$ cat src/rtl/uart_rx_ctrl.sv
// uart_rx_ctrl
//   Receive-side controller for the UART receiver. Each completed byte
//   (rx_end/rx_data) is pushed into a small FIFO. The FIFO and the status,
//   control and clear registers are exposed through a four-register bus
//   slave. The block tracks overrun and idle-timeout conditions and raises
//   a level interrupt on FIFO fill level and error events.
//
// Ports
//   clk      in   1   clock
//   reset    in   1   synchronous, active-high reset
//   rx_end   in   1   one-cycle pulse: rx_data holds a good byte
//   rx_data  in   8   received byte, valid while rx_end=1
//   rx_busy  in   1   receiver is mid-frame (freezes the idle timer)
//   req      in   1   bus access strobe, held until ack
//   we       in   1   1=write, 0=read
//   addr     in   2   0 DATA, 1 STATUS, 2 CTRL, 3 CLEAR
//   wr_data  in   32  write data
//   rd_data  out  32  read data, valid with ack, otherwise 0
//   ack      out  1   access complete (one cycle)
//   irq      out  1   level interrupt
module uart_rx_ctrl #(
  parameter int          DEPTH   = 8,
  parameter int          CW      = 4,
  parameter logic [15:0] TIMEOUT = 16'd4340
) (
  input  logic        clk,
  input  logic        reset,
  input  logic        rx_end,
  input  logic [7:0]  rx_data,
  input  logic        rx_busy,
  input  logic        req,
  input  logic        we,
  input  logic [1:0]  addr,
  input  logic [31:0] wr_data,
  output logic [31:0] rd_data,
  output logic        ack,
  output logic        irq
);

  localparam int PW = $clog2(DEPTH);

  typedef enum logic [1:0] {
    IDLE = 2'd0,
    ACK  = 2'd1,
    WAIT = 2'd2
  } state_t;

  state_t        state;
  logic          we_q;
  logic [1:0]    addr_q;
  logic [31:0]   wdata_q;

  logic [7:0]    mem [DEPTH];
  logic [PW-1:0] rd_ptr;
  logic [PW-1:0] wr_ptr;
  logic [CW-1:0] count;

  logic          ovr;
  logic          tmo;
  logic [CW-1:0] thr;
  logic          ie_thr;
  logic          ie_ovr;
  logic          ie_tmo;
  logic [15:0]   tmo_cnt;
  logic          irq_q;

  logic          acc;
  logic          empty;
  logic          full;
  logic          pop;
  logic          flush;
  logic          push_ok;
  logic          ovr_set;
  logic          ovr_clr;
  logic          tmo_clr;
  logic          tmo_load;
  logic          tmo_step;
  logic          tmo_set;
  logic [15:0]   tmo_inc;
  logic          ctrl_wr;
  logic [31:0]   rd_mux;
  logic          unused_wdata;

  // Access decode: everything a bus access does happens in the ACK cycle,
  // using the request fields latched on entry.
  assign acc     = (state == ACK);
  assign empty   = (count == '0);
  assign full    = (count == CW'(DEPTH));
  assign pop     = acc && !we_q && (addr_q == 2'd0) && !empty;
  assign ctrl_wr = acc && we_q && (addr_q == 2'd2);
  assign flush   = ctrl_wr && wdata_q[16];
  assign ovr_clr = acc && we_q && (addr_q == 2'd3) && wdata_q[10];
  assign tmo_clr = acc && we_q && (addr_q == 2'd3) && wdata_q[11];

  // A flush discards any byte arriving in the same cycle. When full, a byte
  // still fits if the head is leaving in the same cycle.
  assign push_ok = rx_end && !flush && (!full || pop);
  assign ovr_set = rx_end && !flush && full && !pop;

  // Idle timer: tmo sets only on the step that lands on TIMEOUT, so a
  // cleared tmo stays clear while the counter sits at its ceiling.
  assign tmo_load = rx_end || pop || flush || empty;
  assign tmo_step = !tmo_load && !rx_busy && (tmo_cnt != TIMEOUT);
  assign tmo_inc  = tmo_cnt + 16'd1;
  assign tmo_set  = tmo_step && (tmo_inc == TIMEOUT);

  assign unused_wdata = ^{wdata_q[31:17], wdata_q[15:12], wdata_q[7:CW]};

  // Read mux; reflects state before this cycle's push or pop
  always_comb begin
    rd_mux = '0;
    if (acc && !we_q) begin
      case (addr_q)
        2'd0: if (!empty) rd_mux[7:0] = mem[rd_ptr];
        2'd1: begin
          rd_mux[CW-1:0] = count;
          rd_mux[8]      = empty;
          rd_mux[9]      = full;
          rd_mux[10]     = ovr;
          rd_mux[11]     = tmo;
        end
        2'd2: begin
          rd_mux[CW-1:0] = thr;
          rd_mux[8]      = ie_thr;
          rd_mux[9]      = ie_ovr;
          rd_mux[10]     = ie_tmo;
        end
        default: rd_mux = '0;
      endcase
    end
  end

  assign rd_data = rd_mux;
  assign ack     = acc;
  assign irq     = irq_q;

  // Bus FSM and latched request
  always_ff @(posedge clk) begin
    if (reset) begin
      state <= IDLE;
    end else begin
      case (state)
        IDLE:    if (req) state <= ACK;
        ACK:     state <= WAIT;
        WAIT:    if (!req) state <= IDLE;
        default: state <= IDLE;
      endcase
    end
  end

  always_ff @(posedge clk) begin
    if (state == IDLE && req) begin
      we_q    <= we;
      addr_q  <= addr;
      wdata_q <= wr_data;
    end
  end

  // FIFO storage (data only, no reset)
  always_ff @(posedge clk) begin
    if (push_ok) mem[wr_ptr] <= rx_data;
  end

  // FIFO pointers and count
  always_ff @(posedge clk) begin
    if (reset || flush) begin
      rd_ptr <= '0;
      wr_ptr <= '0;
      count  <= '0;
    end else begin
      if (push_ok) wr_ptr <= wr_ptr + PW'(1);
      if (pop)     rd_ptr <= rd_ptr + PW'(1);
      case ({push_ok, pop})
        2'b10:   count <= count + CW'(1);
        2'b01:   count <= count - CW'(1);
        default: count <= count;
      endcase
    end
  end

  // Control register, sticky flags, idle timer
  always_ff @(posedge clk) begin
    if (reset) begin
      thr     <= CW'(1);
      ie_thr  <= 1'b0;
      ie_ovr  <= 1'b0;
      ie_tmo  <= 1'b0;
      ovr     <= 1'b0;
      tmo     <= 1'b0;
      tmo_cnt <= '0;
    end else begin
      if (ctrl_wr) begin
        thr    <= wdata_q[CW-1:0];
        ie_thr <= wdata_q[8];
        ie_ovr <= wdata_q[9];
        ie_tmo <= wdata_q[10];
      end
      // set wins over a simultaneous clear
      ovr <= ovr_set || (ovr && !ovr_clr);
      tmo <= tmo_set || (tmo && !tmo_clr);
      if (tmo_load)      tmo_cnt <= '0;
      else if (tmo_step) tmo_cnt <= tmo_inc;
    end
  end

  // Registered interrupt
  always_ff @(posedge clk) begin
    if (reset) begin
      irq_q <= 1'b0;
    end else begin
      irq_q <= (ie_thr && (count >= thr) && (thr != '0)) ||
               (ie_ovr && ovr) || (ie_tmo && tmo);
    end
  end

endmodule

$ cat config.mk
export PLATFORM = sky130hd
export DESIGN_NAME = uart_rx_ctrl
export DESIGN_NICKNAME = d
export VERILOG_FILES = /design/src/rtl/uart_rx_ctrl.sv
export SDC_FILE = /design/constraint.sdc
export NUM_CORES = 1
export LEC_CHECK = 0
export CAP_MARGIN = 20
export CORE_UTILIZATION = 50
export CTS_BUF_LIST = sky130_fd_sc_hd__clkbuf_8
export CTS_CLUSTER_SIZE = 12
export DETAILED_ROUTE_END_ITERATION = 10
export HOLD_SLACK_MARGIN = 0.15
export PLACE_DENSITY_LB_ADDON = 0.15
export SLEW_MARGIN = 30
export SYNTH_ARGS = -nofsm -noshare
export SYNTH_HDL_FRONTEND = slang
export SYNTH_SLANG_ARGS = --single-unit
$ cat constraint.sdc
create_clock -name clk -period 2.95 [get_ports clk]
set_input_delay 0.59 -clock clk [delete_from_list [all_inputs] [get_ports clk]]
set_output_delay 0.59 -clock clk [all_outputs]
set_load 0.01 [all_outputs]
==> results.py <==
metrics = {
    "yosys": {
        "yosys.area_share.simple": 0.142,
        "synthMuxAreaShare": 0.0893,
        "postSynthAreaPerCell_sq_um": 12.8,
        "synth_fa_ha_area_frac": 0.0332,
        "yosys.area_share.xor_xnor": 0.0399,
        "synth_top_family_by_area": "simple AND/OR/NAND/NOR gates",
        "synthCells": 413,
        "ys.flop_type": "edfxtp_1",
        "synth-seq-cells": 117,
        "synthesis.area_sq_mm": 0.00527,
        "synth_cell_types": 50,
        "async_flop_share": 0,
        "synth_compound_area_frac": 0.0520,
        "synth_edf_count": 76,
        "seq_area_frac_synth": 0.589,
        "yosysWarnings": 0,
    },
    "worst_setup_path": {
        "r2r-end": "count[2]",
        "crit_type": "register to output pin",
        "critical_path.max_fanout": 8,
        "arrival_ns": 2.30,
        "ff2ff_path_depth": 12,
        "critPathLaunchType": "register",
        "required_ns": 2.36,
        "r2r_setup_slack_ns": 0.38,
        "worstReg2RegStart": "addr_q[1]",
        "worstSetupEndpointType": "output pin",
    },
    "cts": {
        "clkTransAtPathRegs_ns": 0.07,
        "clkLatencyLatePin_ns": 0.43,
        "tritoncts": "built",
        "cts_buffers": 17,
        "htreeDepth": 4,
        "cts_sinks": 117,
        "cts.path.max_buffers": 2,
        "cts_root_buffer": "clkbuf_8",
        "ctsHoldBuffers": 0,
    },
    "detailed_routing": {
        "final_antenna_net_count": 0,
        "drt_iter0_markers": 125,
        "first_pass_iters": 4,
        "wl_per_cell_um": 16.5,
        "drc": 0,
        "routed_wirelength_um": 10300,
        "dr_total_vias": 3328,
        "post_drt_via_cell_ratio": 5.32,
    },
    "worst_hold_path": {
        "hp-start": "ie_ovr",
        "min_path_cells": 2,
        "hold-path-endpoint": "ie_ovr",
        "hp-class": "register to register",
    },
    "cells_and_area": {
        "nets": 539,
        "finalInstanceArea_sq_mm": 0.00628,
        "drive_gt1_frac": 0.174,
        "n_fill_cell": 816,
        "antenna_cells": 0,
        "final_cell_mix": "edfxtp_1, nor2_1, dfxtp_1, nand2_1, clkdlybuf4s50_1",
        "mostFrequentLayoutCell": "edfxtp_1",
        "synthToLayoutAreaGrowth_pct": 19.3,
    },
    "timing": {
        "slew_violations": 0,
        "slew-limit-headroom": 0.582,
        "rsz0062_at_grt": "true",
        "fin_hold_ws_ns": 0.481,
        "worst_slack_ns": 0.0648,
        "tns_ns": 0,
        "fmax_ghz": 0.347,
        "timing.final.crit_period_ns": 2.89,
        "max_slew.worst_pin.slew_ns": 0.621,
        "report.final.setup_viol": 0,
        "hold_violations": 0,
        "period_share": 0.978,
        "finClkSkew_ns": 0.0137,
    },
    "power": {
        "powerDensity_mw_per_mm2": 544,
        "max-vdd-ir-drop_mv": 0.408,
        "pwr-share-clk": 0.405,
        "switching_share": 0.233,
        "p_sw_mw": 0.795,
        "seq_power_share": 0.529,
        "p_leak_nw": 2.21,
        "comb_power_share": 0.066,
        "intPower_mw": 2.62,
    },
    "grt": {
        "grt_max_degree": 17,
        "grt_usage": 0.202,
        "grt_antenna_before_repair": 0,
        "grt-ovfl-total": 0,
        "grt_pass1_wl_um": 16400,
        "grt_pass1_vias": 3235,
    },
    "die": {
        "die_w_um": 105,
        "dieHeight_um": 105,
        "floorplan.initialDensity": 0.513,
        "core_area_sq_mm": 0.0103,
        "io_pins": 82,
        "placement_rows": 37,
        "dieArea_sq_mm": 0.0110,
    },
    "placed_design": {
        "io_buffers": 38,
        "gp_congestion": 0.807,
        "dp_slack_ns": 0.195,
        "dpl.hpwl_um": 6710,
        "dpl_cell_area_sq_mm": 0.00582,
    },
    "run_status": {
        "status": "finished clean",
    },
    "run": {
        "cap_violations": 0,
    },
}
==> power by group through the flow <==
stage	Clock, mW	Sequential (mW)	Combinational (mW)
3_5_place_dp	0	1.85	0.217
2_1_floorplan	0	1.83	0.151
5_1_grt	1.49	1.81	0.249
6_report	1.39	1.81	0.226
4_1_cts	1.41	1.81	0.225
3_3_place_gp	0	1.84	0.213
==> worst max-delay path by stage <==
stage / depth (start not counted) / startpoint / to
after floorplan: 10 / addr_q[0] / mem[0][0]
after global placement: 7 / register / rd_data[2]
after detailed placement: 7 / register / rd_data[2]
after CTS: 7 / register / rd_data[1]
after global routing: 4 / count[2] / rd_data[8]
final: 4 / count[2] / rd_data[8]
==> state kept, by name, indices dropped and copies added, names as in the netlist, 2 cells and up, named ones only <==
name and flops:
mem 64, tmo_cnt 16, wdata_q 9, count 4, thr 4, rd_ptr 3, wr_ptr 3, addr_q 2
state 2
==> per-layer routing <==
layer	up-vias	global-route usage	share of wire
met1	1631	0.253	0.45
met5	-	0	0
met4	0	0.102	0.015
met3	12	0.0505	0.039
met2	82	0.325	0.49
li1	1603	-	-
==> worst max-delay path: stages, from the launching register on <==
cell and delay [ns]:
dfxtp_1 0.42, nor4_1 0.62, a22oi_1 0.14, nor2_1 0.14, clkdlybuf4s50_1 0.55
==> cell families (layout without fill, tap and decap cells) <==
group,count (synthesis),count (layout)
flip-flops,117,117
AND/OR/NAND/NOR,147,147
multiplexers,27,27
XOR/XNOR,24,24
adder cells (fa/ha/maj),14,14
buffers and inverters,48,105
AO/OA/AOI/OAI,35,35
other,1,20
==> what timing repair did <==
action	4_1_cts	5_1_grt
cloned	0	1
endpoints found under the setup margin	8	7
gates resized for setup	14	9
setup buffers	5	0
pin swaps	1	0
==> synthesized netlist by cell type, types with 2 or more instances <==
library cell / number / area [sq um]
mux4_2: 16 / 360
buf_6: 3 / 33.8
nand3b_1: 3 / 22.5
ha_1: 14 / 175
a221oi_1: 4 / 35.0
and4_1: 4 / 35.0
buf_4: 20 / 150
inv_1: 9 / 33.8
nor4_1: 2 / 12.5
buf_2: 6 / 30.0
and3_1: 6 / 37.5
nand4_1: 9 / 56.3
dfxtp_1: 41 / 821
buf_1: 3 / 11.3
nand3_1: 6 / 30.0
nand2b_1: 7 / 43.8
mux2i_1: 11 / 110
edfxtp_1: 76 / 2280
xor2_1: 20 / 175
a32oi_1: 2 / 17.5
xnor2_1: 4 / 35.0
nor2b_1: 3 / 18.8
nor3b_1: 3 / 22.5
nor2_1: 54 / 203
clkbuf_1: 7 / 26.3
nand2_1: 31 / 116
a21o_1: 3 / 22.5
nor3_1: 5 / 25.0
a21oi_1: 13 / 65.1
a22oi_1: 4 / 30.0
or3_1: 3 / 18.8
and2_1: 2 / 12.5
and4b_1: 2 / 20.0
==> area by class of cell <==
class | instances | area (sq um) | area share
sequential | 117 | 3110 | 0.494
tap | 136 | 170 | 0.0271
clock inverter | 14 | 140 | 0.0223
multi-input combinational | 267 | 2000 | 0.318
clock buffer | 17 | 234 | 0.0372
timing repair buffer | 65 | 604 | 0.0962
inverter | 9 | 33.8 | 0.00538
==> metrics by stage <==
stage | util | cells | total power, mW
floorplan | - | 432 | 1.99
global placement | 0.566 | 588 | 2.06
detailed placement | 0.566 | 588 | 2.06
CTS | 0.608 | 624 | 3.45
global route | 0.612 | 625 | 3.55
finish | 0.612 | 625 | 3.42
(Power assumes the default switching activity.)
